File: config.mk
export PLATFORM = sky130hd
export DESIGN_NAME = sdp_ram
export DESIGN_NICKNAME = d
export VERILOG_FILES = /design/src/rtl/sdp_ram.sv
export SDC_FILE = /design/constraint.sdc
export NUM_CORES = 1
export LEC_CHECK = 0
export CORE_ASPECT_RATIO = 0.5
export CORE_MARGIN = 4
export CORE_UTILIZATION = 23
export CTS_CLUSTER_DIAMETER = 120
export DETAILED_ROUTE_END_ITERATION = 6
export HOLD_SLACK_MARGIN = 0.08
export PLACE_DENSITY = 0.48
export SETUP_SLACK_MARGIN = 0.15
export SYNTH_ARGS = -nofsm -noshare
export SYNTH_HDL_FRONTEND = slang
export SYNTH_SLANG_ARGS = --single-unit
File: constraint.sdc
create_clock -name clk_i -period 10.8 [get_ports clk_i]
set_input_delay 2.16 -clock clk_i [delete_from_list [all_inputs] [get_ports clk_i]]
set_output_delay 2.16 -clock clk_i [all_outputs]
set_load 0.005 [all_outputs]
File: src/rtl/sdp_ram.sv
// Simple dual-port RAM: one write port with byte-lane enables, one read port with
// a 0..4 stage valid-tagged read pipeline and selectable same-address collision policy.
module sdp_ram #(
  parameter int unsigned MEM_WIDTH    = 16,
  parameter int unsigned MEM_DEPTH    = 66,
  parameter int unsigned BYTE_WIDTH   = 8,
  parameter int unsigned READ_LATENCY = 1,
  parameter string       RW_MODE      = "read_first",
  parameter string       MEM_TYPE     = "distributed",
  parameter string       MEM_FILE     = "",
  parameter int unsigned ADDR_WIDTH   = $clog2(MEM_DEPTH),
  localparam int unsigned NB          = (MEM_WIDTH + BYTE_WIDTH - 1) / BYTE_WIDTH
) (
  input  logic                  clk_i,
  input  logic                  arstn_i,
  input  logic                  wr_en_i,
  input  logic [ADDR_WIDTH-1:0] wr_addr_i,
  input  logic [NB-1:0]         wr_be_i,
  input  logic [MEM_WIDTH-1:0]  wr_data_i,
  input  logic                  rd_en_i,
  input  logic [ADDR_WIDTH-1:0] rd_addr_i,
  output logic [MEM_WIDTH-1:0]  rd_data_o,
  output logic                  rd_valid_o
);

  localparam bit WRITE_FIRST = (RW_MODE == "write_first");

  // Parameter sanity, caught at elaboration
  if (MEM_TYPE != "block" && MEM_TYPE != "distributed") begin : g_bad_mem_type
    $error("sdp_ram: MEM_TYPE must be block or distributed");
  end
  if (RW_MODE != "read_first" && RW_MODE != "write_first") begin : g_bad_rw_mode
    $error("sdp_ram: RW_MODE must be read_first or write_first");
  end
  if (READ_LATENCY > 4) begin : g_bad_latency
    $error("sdp_ram: READ_LATENCY must be in 0..4");
  end
  if (READ_LATENCY == 0 && MEM_TYPE == "block") begin : g_bad_block_l0
    $error("sdp_ram: block memory needs READ_LATENCY >= 1");
  end

  logic [MEM_WIDTH-1:0] mem [MEM_DEPTH];

  // Power-up contents only; the array itself is never reset
  initial begin
    for (int unsigned i = 0; i < MEM_DEPTH; i++) mem[i] = '0;
  end

  logic [MEM_WIDTH-1:0] wr_mask;
  logic                 wr_hit;
  logic                 rd_hit;
  logic                 collide;
  logic [MEM_WIDTH-1:0] rd_old;
  logic [MEM_WIDTH-1:0] rd_word;

  // Expand lane enables to a bit mask; the top lane may be partial
  always_comb begin
    wr_mask = '0;
    for (int unsigned i = 0; i < MEM_WIDTH; i++) begin
      wr_mask[i] = wr_be_i[i / BYTE_WIDTH];
    end
  end

  assign wr_hit = wr_en_i && (32'(wr_addr_i) < MEM_DEPTH);
  assign rd_hit = 32'(rd_addr_i) < MEM_DEPTH;

  always_ff @(posedge clk_i) begin
    if (wr_hit) begin
      mem[wr_addr_i] <= (mem[wr_addr_i] & ~wr_mask) | (wr_data_i & wr_mask);
    end
  end

  // Word seen by the read port this cycle, including write_first bypass
  always_comb begin
    rd_old  = rd_hit ? mem[rd_addr_i] : '0;
    collide = WRITE_FIRST && wr_hit && rd_hit && (wr_addr_i == rd_addr_i);
    rd_word = collide ? ((rd_old & ~wr_mask) | (wr_data_i & wr_mask)) : rd_old;
  end

  if (READ_LATENCY == 0) begin : g_comb_read
    assign rd_data_o  = rd_word;
    assign rd_valid_o = rd_en_i & arstn_i;
  end else begin : g_pipe_read
    logic [MEM_WIDTH-1:0]    pipe_data [READ_LATENCY];
    logic [READ_LATENCY-1:0] pipe_vld;

    // Each data stage loads only behind a valid, so the output holds between reads
    always_ff @(posedge clk_i or negedge arstn_i) begin
      if (!arstn_i) begin
        pipe_vld <= '0;
        for (int unsigned s = 0; s < READ_LATENCY; s++) pipe_data[s] <= '0;
      end else begin
        pipe_vld[0] <= rd_en_i;
        if (rd_en_i) pipe_data[0] <= rd_word;
        for (int unsigned s = 1; s < READ_LATENCY; s++) begin
          pipe_vld[s] <= pipe_vld[s-1];
          if (pipe_vld[s-1]) pipe_data[s] <= pipe_data[s-1];
        end
      end
    end

    assign rd_data_o  = pipe_data[READ_LATENCY-1];
    assign rd_valid_o = pipe_vld[READ_LATENCY-1];
  end

endmodule

* Word-level counts from Yosys, hierarchy flattened
Memories as Yosys holds them, arrays and structs flattened.
Cells that the tools add are included.
** Word-level totals
- Latch bits :: 0
- RAM bits :: 1056
- Bits in registers :: 17
- Memories :: 1
- Memory bits (read-only) :: 0
** Operators by class
- Equal/unequal tests :: 0
- Div/mod/pow operators :: 0
- Reductions and logical operators :: 1
- Add/subtract/negate cells :: 0
- Bitwise operators :: 4
- Shifts and indexed selects :: 0
- Order comparisons :: 2
- Multipliers :: 0
- Mux-type cells :: 3
** Memories
- mem :: words 66, width 16, rd ports 2, clocked after Yosys merged registers in 0, wr ports 1, line 42 : logic [MEM_WIDTH-1:0] mem [MEM_DEPTH];
** Operators with widths (number)
- $and 16x16->16 :: 2
- $mux 16 :: 1
- $not 16->16 :: 1
- $or 16x16->16 :: 1
- $lt 7x7->1 const B :: 2
- $mux 1 :: 2
- $logic_and 1x1->1 :: 1

* Logic depth before layout (Yosys ltp)
Gate-level depths: netlist (run 1).
- Depth after elaboration :: 4
- Gate-level depth with buffers :: 11
- Gate-level depth less buffers :: 6

* Least setup slack after synthesis (run 1)
Ideal clock, no wire load.
- Path kind :: in2reg
- From :: in wr_addr_i[0]
- To :: mem mem[0][8], data pin
- Data arrival time :: 6.417 ns
- Stages on the path :: 10
- Buffers on the path :: 5
- Slack :: 3.647 ns
- Required time :: 10.064 ns
- Cells stage by stage :: buf_2 buf_4 buf_4 buf_2 buf_2 a221oi_1 o221ai_1 o211ai_1 o311a_1 o31ai_1
** On the way
- Cells in the longest elaborated chain, start to end :: 3
** Ends and longest elaborated chain
- start, declared :: line 17 : input logic [ADDR_WIDTH-1:0] wr_addr_i,
- $mem_v2 66x16
- $and 16x16->16 :: line 69 : mem[wr_addr_i] <= (mem[wr_addr_i] & ~wr_mask) | (wr_data_i & wr_mask);
- $or 16x16->16 :: line 69
- end, declared :: line 42
No other way between the ends.

* Final worst setup path (run 1)
- From :: in wr_addr_i[5]
- To :: mem mem[4][14], data pin
The elaborated chain is that of the path after synthesis.

==> summary.md, run 1 <==
| Metric | Value |
|---|---|
| Run status | complete, no violations |
| Element type at the critical path end | register |
| Worst Path Required | ~11000 ps |
| CTS resizes | 0 |
| WS Path Type | input pin to register |
| Hpwl dp | around 120 mm |
| Clock-pin slew on the worst setup and hold paths | about 60 ps |
| CTS Buf Count | between 100 and 150 |
| Ys async rst share | 0.0158 |
| PD cells | 164 nW/um^2 |
| Io pins | 53 |
| Core area | 215000 um^2 |
| Unrepaired setup endpoints after global routing | false |
| First drt pass iteration count | 5 |
| WL per Instance | approximately 35 um |
| Yosys reg bits | approximately 1100 |
| YS warnings | 0 |
| Starting Density | 0.232 |
| Hold Crit Class | register to register |
| Total GRT Usage | 0.175 |
| Setup_tns | 0 ps |
| Tcrit/Tclk final | 0.661 |
| Die ar. | between 200000 and 250000 um^2 |
| Worst skew pair latency | roughly 750 ps |
| Commonest non-fill, non-tap cell in the layout | edfxtp_1 |
| Initial antenna violation count | 14 |
| F_max | 140 MHz |
| Synthesized cell area | 50000 um^2 |
| Tmin final | 7140 ps |
| Filler Cells Inserted | ~22000 |
| Sum of routed wire segments on met1 | approximately 80 mm |
| Pleak | about 17 nW |
| PortBufs | 52 |
| Final hold vios | 0 |
| Slew @ Worst Pin | roughly 1400 ps |
| Synth top area share | 0.635 |
| Final worst setup slack | approximately 3700 ps |
| Post-CTS Setup Repair Bufs | 0 |
| TritonCTS clock tree | done |
| First-pass GRT wire length | between 200 and 300 mm |
| Die Wd | 667 um |
| CTS sink count | approximately 1100 |
| Via density | about 5.5 |
| Place WS | 3170 ps |
| Max-Cap Viols | 0 |
| Fin Clk Skew | around 22 ps |
| Synth Instances | about 2800 |
| FF+latch area | about 32000 um^2 |
| Yosys cell types | 64 |
| Top_reg_cell synth | edfxtp_1 |
| Fin nets | 2854 |
| Metal3 WL | roughly 21 mm |
| Final setup vio count | 0 |
| DRC viols | 0 |
| Leading area contributor after synthesis | edfxtp_1 |
| Syn Nets | between 2000 and 3000 |
| Fraction of layout instances using a drive strength above 1 | 0.310 |
| Worst IR Drop VDD | about 130 uV |
| GP Congestion | between 0.8 and 0.9 |
| CTS H-tree lvls | 3 |
| CTS Root Cell | clkbuf_16 |
| Grt ovf | 0 |
| Sequential fraction of the synthesis area | 0.643 |
| Total number of vias | approximately 32000 |
| Vias in the first global route | approximately 31000 |
| Commonest cells after routing, fill and taps aside | edfxtp_1 (1056), mux4_2 (395), a221oi_1 (139) |
| Initial DRC count | ~4400 |
| Multi-input combinational cell area | roughly 17000 um^2 |
| Die H | between 300 and 400 um |
| Startpoint types | input pin |
| Worst EP arrival | between 7000 and 8000 ps |
| Longest Clk Path Bufs | 3 |
| Met2 WL | approximately 90 mm |
| Slew margin rel. | 0.0337 |
| ANT nets after route | 0 |
| DRT Wirelength | around 200 mm |
| Cts hold-fix bufs | 0 |
| DR top layer | met5 |
| Largest cells by area after synthesis | edfxtp_1 (63%), mux4_2 (18%), mux2_2 (3.0%), a221oi_1 (2.4%), mux2i_1 (2.1%) |
| Post-synth EDFFs | 1056 |
| Count of pins over their slew limit | 0 |
| Site row count | 120 |
| Syn Area/Cell | roughly 18 um^2 |
| Largest net degree at the start of global routing | between 100 and 150 |
| Layout area overhead | 16.4% |
| Worst-path fanout max | 35 |
[synth_stat cells (8+ instances only)]
library cell and instances:
o21ai_0 58, inv_1 8, a221oi_1 139, dfrtp_1 17
o21ai_1 16, edfxtp_1 1056, buf_1 21, a22oi_1 68
nor3_1 13, a22o_1 24, o221ai_1 16, o22ai_1 27
mux2i_1 104, nand2_1 94, o211ai_1 11, nor2_1 143
nand2b_1 10, a21oi_1 66, clkbuf_1 106, buf_2 99
mux4_2 395, buf_4 12, a31oi_1 8, nand3_1 26
nor2b_1 11, mux2_2 133, a221o_1 14
[kinds of logic after synthesis]
kind of cell,count (synthesis),share of synthesized area
flops,1073,0.643
mux,632,0.229
compound gates,520,0.0776
simple gates,323,0.0278
buf+inv,251,0.0227
[area by class of cell]
class                      count  area share
antenna                        2   0.0000860
tap                         2867      0.0617
clock buffer                 145      0.0532
multi-input combinational   1475       0.301
inverter                      10    0.000688
clock inverter                65     0.00949
timing repair buffer         142      0.0218
sequential                  1073       0.553
[report_power, final]
| part | internal [mW] | switching [mW] |
|---|---|---|
| logic | 0.304 | 0.645 |
| clock network | 2.23 | 1.69 |
| registers | 4.65 | 0.0122 |
[through the flow]
| stage | cells | instance area (um^2) | util | power, mW | hold WS, ps |
|---|---|---|---|---|---|
| after global placement | 5564 | 54500 | 0.253 | 5.68 | 497 |
| after floorplan | 2799 | 50000 | - | 5.26 | 477 |
| after detailed placement | 5566 | 54500 | 0.253 | 5.69 | 491 |
| final | 5779 | 58200 | 0.271 | 9.54 | 503 |
| after CTS | 5776 | 58100 | 0.270 | 9.56 | 504 |
| after global routing | 5777 | 58200 | 0.270 | 9.77 | 518 |
[worst paths after layout]
kind	end	slack, ps	start	depth (start not counted)
hold reg to reg	rd_data_o[5]	500	rd_data_o[5]	2
setup / recovery	mem[4][14]	3660	wr_addr_i[5]	8
hold / removal	rd_data_o[5]	500	rd_data_o[5]	2
max in group asynchronous	rd_data_o[10]	8330	arstn_i	1
min in group asynchronous	rd_data_o[15]	1920	arstn_i	1
setup reg to reg	mem[53][13]	6850	mem[53][13]	7
[per-layer routing]
layer | track usage | vias up
li1 | - | 12000
met1 | 0.233 | 17100
met2 | 0.271 | 2175
met3 | 0.0421 | 456
met4 | 0.0757 | 8
met5 | 0 | -
[state kept, by name, summed over array words and instances, names as in the netlist]
register	flops
rd_valid_o	1
mem	1056
rd_data_o	16
[worst max-delay path, cell delays in order]
cell and delay (ps):
clkdlybuf4s50_1 460, buf_4 390, inv_1 250, nor2_1 1100, nand3_1 1090, o2111a_1 590
a41oi_4 1010, buf_4 500
Power figures use the tool's default switching activity.
==> run 2: changes to the inputs <==
PLACE_DENSITY = 0.5   (was 0.48)
clock period = 6.1 ns   (was 10.8 ns; I/O delays follow)
==> run 2 against run 1 <==
Compared with the run above: global-route usage shrank 0.21 points; clock skew grew 20 ps; worst hold slack better by 11 ps; sequential cell count stayed put; sequential share of layout area is 0.90 points lower; clock power is 80% higher; via count rose by 1.4%; sequential power is 77% higher; first-iteration DRC count rose by 17%; final cell count rose by 2.4%; total power is 79% higher; largest power group unchanged.
==> summary.md, run 2 (synthesis gave the netlist of run 1 again) <==
| Metric | Value |
|---|---|
| Run status | complete, no violations (unchanged) |
| Commonest cells after routing, fill and taps aside | edfxtp_1 (1056), mux4_2 (395), buf_4 (201) (was edfxtp_1 (1056), mux4_2 (395), a221oi_1 (139)) |
| Startpoint types | input pin (unchanged) |
| Largest Register | mem (unchanged) |
| Worst Path Required | 6460 ps (was 11290 ps) |
| Core area | 215000 um^2 (unchanged) |
| Sequential Power Share | 0.484 (was 0.489) |
| Fin nets | 2987 (was 2854) |
| Total number of vias | 32300 (was 31800) |
| Worst IR Drop VDD | 240 uV (was 133 uV) |
| Clock-pin slew on the worst setup and hold paths | 60 ps (about the same) |
| Max-Cap Viols | 0 (unchanged) |
| Pleak | 18.2 nW (was 17.4 nW) |
| Sum of routed wire segments on met1 | 77.7 mm (was 79.9 mm) |
| F_max | ~210 MHz |
| Element type at the critical path end | register (unchanged) |
| Fin Clk Skew | 41.8 ps (was 22.0 ps) |
| Worst skew pair latency | 770 ps (was 750 ps) |
| Cts hold-fix bufs | 0 (unchanged) |
| Cell depth of the worst hold path | 2 (unchanged) |
| Initial DRC count | 5102 (was 4359) |
| PortBufs | 52 (unchanged) |
| Grt ovf | 0 (unchanged) |
| Met2 WL | 88.4 mm (was 90.6 mm) |
| Tmin final | roughly 4700 ps |
| Commonest non-fill, non-tap cell in the layout | edfxtp_1 (unchanged) |
| Critical R2R Launch | mem[63][6] (was mem[53][13]) |
| Final Instance Count excl. Fillers | 5918 (was 5779) |
| Dpl cells | 5698 (was 5566) |
| Gate power share | 0.102 (was 0.099) |
| Unrepaired setup endpoints after global routing | false (unchanged) |
| Vias in the first global route | 31600 (was 31400) |
| Psw | 4.21 mW (was 2.35 mW) |
| Largest register FFs | 1056 (unchanged) |
| PD cells | 289 nW/um^2 (was 164 nW/um^2) |
| Hold Crit Class | register to register (unchanged) |
| Fraction of layout instances using a drive strength above 1 | 0.343 (was 0.310) |
| Longest Clk Path Bufs | 3 (unchanged) |
| Tcrit/Tclk final | 0.766 |
| Slew @ Worst Pin | 1430 ps (was 1440 ps) |
| Worst EP arrival | 5030 ps (was 7630 ps) |
| First-pass GRT wire length | 271 mm (was 274 mm) |
| ANT nets after route | 0 (unchanged) |
| Sw Ratio | 0.247 (was 0.246) |
| WS Path Type | input pin to register (unchanged) |
| Int Pwr | 12.9 mW (was 7.19 mW) |
| Final setup vio count | 0 (unchanged) |
| Starting Density | 0.232 (unchanged) |
| Worst r2r path cells | 6 (was 7) |
| Initial antenna violation count | 6 (was 14) |
| DRT Wirelength | 198 mm (was 202 mm) |
| CTS sink count | 1073 (unchanged) |
| CTS Buf Count | 118 (was 116) |
| Die ar. | 225000 um^2 (unchanged) |
| First drt pass iteration count | 5 (unchanged) |
| Min-Delay Startpoint | rd_data_o[12] (was rd_data_o[5]) |
| DRC viols | 0 (unchanged) |
| Final hold vios | 0 (unchanged) |
| Final Total Pwr | 17.1 mW (was 9.54 mW) |
| Io pins | 53 (unchanged) |
| Die Wd | 667 um (unchanged) |
| TritonCTS clock tree | done (unchanged) |
| Largest net degree at the start of global routing | 84 (was 112) |
| Via density | 5.45 (was 5.51) |
| Hpwl dp | 128 mm (was 123 mm) |
| CTS resizes | 0 (unchanged) |
| Slew margin rel. | 0.0347 (was 0.0337) |
| Worst-path fanout max | 66 (was 35) |
| Layout area overhead | 18.3% (was 16.4%) |
| Total GRT Usage | 0.172 (was 0.175) |
| Critical Path Source | wr_addr_i[1] (was wr_addr_i[5]) |
| CTS H-tree lvls | 3 (unchanged) |
| WL per Instance | 33.5 um (was 34.9 um) |
| Count of pins over their slew limit | 0 (unchanged) |
| Post-CTS Setup Repair Bufs | 0 (unchanged) |
| Layout Utilization | 0.275 (was 0.271) |
| Clock Power Share | 0.414 (was 0.411) |
| GP Congestion | 0.987 (was 0.894) |
| Final instance area | 59100 um^2 (was 58200 um^2) |
| Metal3 WL | 21.3 mm (was 21.0 mm) |
| Setup_tns | 0 ps (unchanged) |
| Cell Area, Placed | 55400 um^2 (was 54500 um^2) |
| CTS Root Cell | clkbuf_16 (unchanged) |
| Site row count | 120 (unchanged) |
| DR top layer | met4 (was met5) |
| Die H | 338 um (unchanged) |
[run 2: cell count changes in the layout (fill, tap and decap cells not counted), moves of 3 or more]
cell and change:
buf_12 +16, buf_4 +117, clkbuf_1 -5, clkinv_1 -3, clkinv_2 +5, clkinv_4 +3, inv_6 +4, nor2_2 +59
nor2_4 -59
[run 2: stage by stage]
| stage | hold slack, ps | setup WS, ps |
|---|---|---|
| 2_1_floorplan | 477 | 724 |
| 3_3_place_gp | 494 | 530 |
| 3_5_place_dp | 491 | 839 |
| 4_1_cts | 505 | 1640 |
| 5_1_grt | 541 | 1440 |
| 6_report | 514 | 1420 |
[run 2: power groups by stage]
| stage | Combinational [mW] | Sequential [mW] | Clock, mW |
|---|---|---|---|
| finish | 1.73 | 8.26 | 7.07 |
| CTS | 1.70 | 8.26 | 7.16 |
| global placement | 1.68 | 8.41 | 0 |
| floorplan | 0.881 | 8.42 | 0 |
| global route | 1.78 | 8.26 | 7.48 |
| detailed placement | 1.69 | 8.41 | 0 |
[run 2: final timing paths]
| path | slack, ps | endpoint |
|---|---|---|
| hold reg to reg | 510 | rd_data_o[12] |
| setup / recovery | 1420 | mem[3][13] |
| hold / removal | 510 | rd_data_o[12] |
| setup reg to reg | 2730 | mem[22][6] |
| min in group asynchronous | 960 | rd_valid_o |
| max in group asynchronous | 4570 | rd_data_o[0] |
[run 2: routing by layer]
layer  global-route usage  vias to the layer above
met3               0.0411                      416
met5                    0                        -
met1                0.229                    17400
met4               0.0841                        0
li1                     -                    12300
met2                0.265                     2108
[run 2: area by class of cell]
cell class              instances  area [um^2]
fillers                     21500       156000
diodes                          4         10.0
inverters                      10         38.8
clock inverters                76          693
multi-input cells            1475        17100
clock buffers                 140         3070
repair buffers                273         2450
flip-flops and latches       1073        32100
well taps                    2867         3590
[run 2: worst max-delay path: stages]
cell	delay, ps
buf_8	400
nor2b_2	840
buf_12	290
a221oi_1	100
nor2_1	130
nor3_1	80
a211oi_1	620
buf_4	230
o32a_2	1010
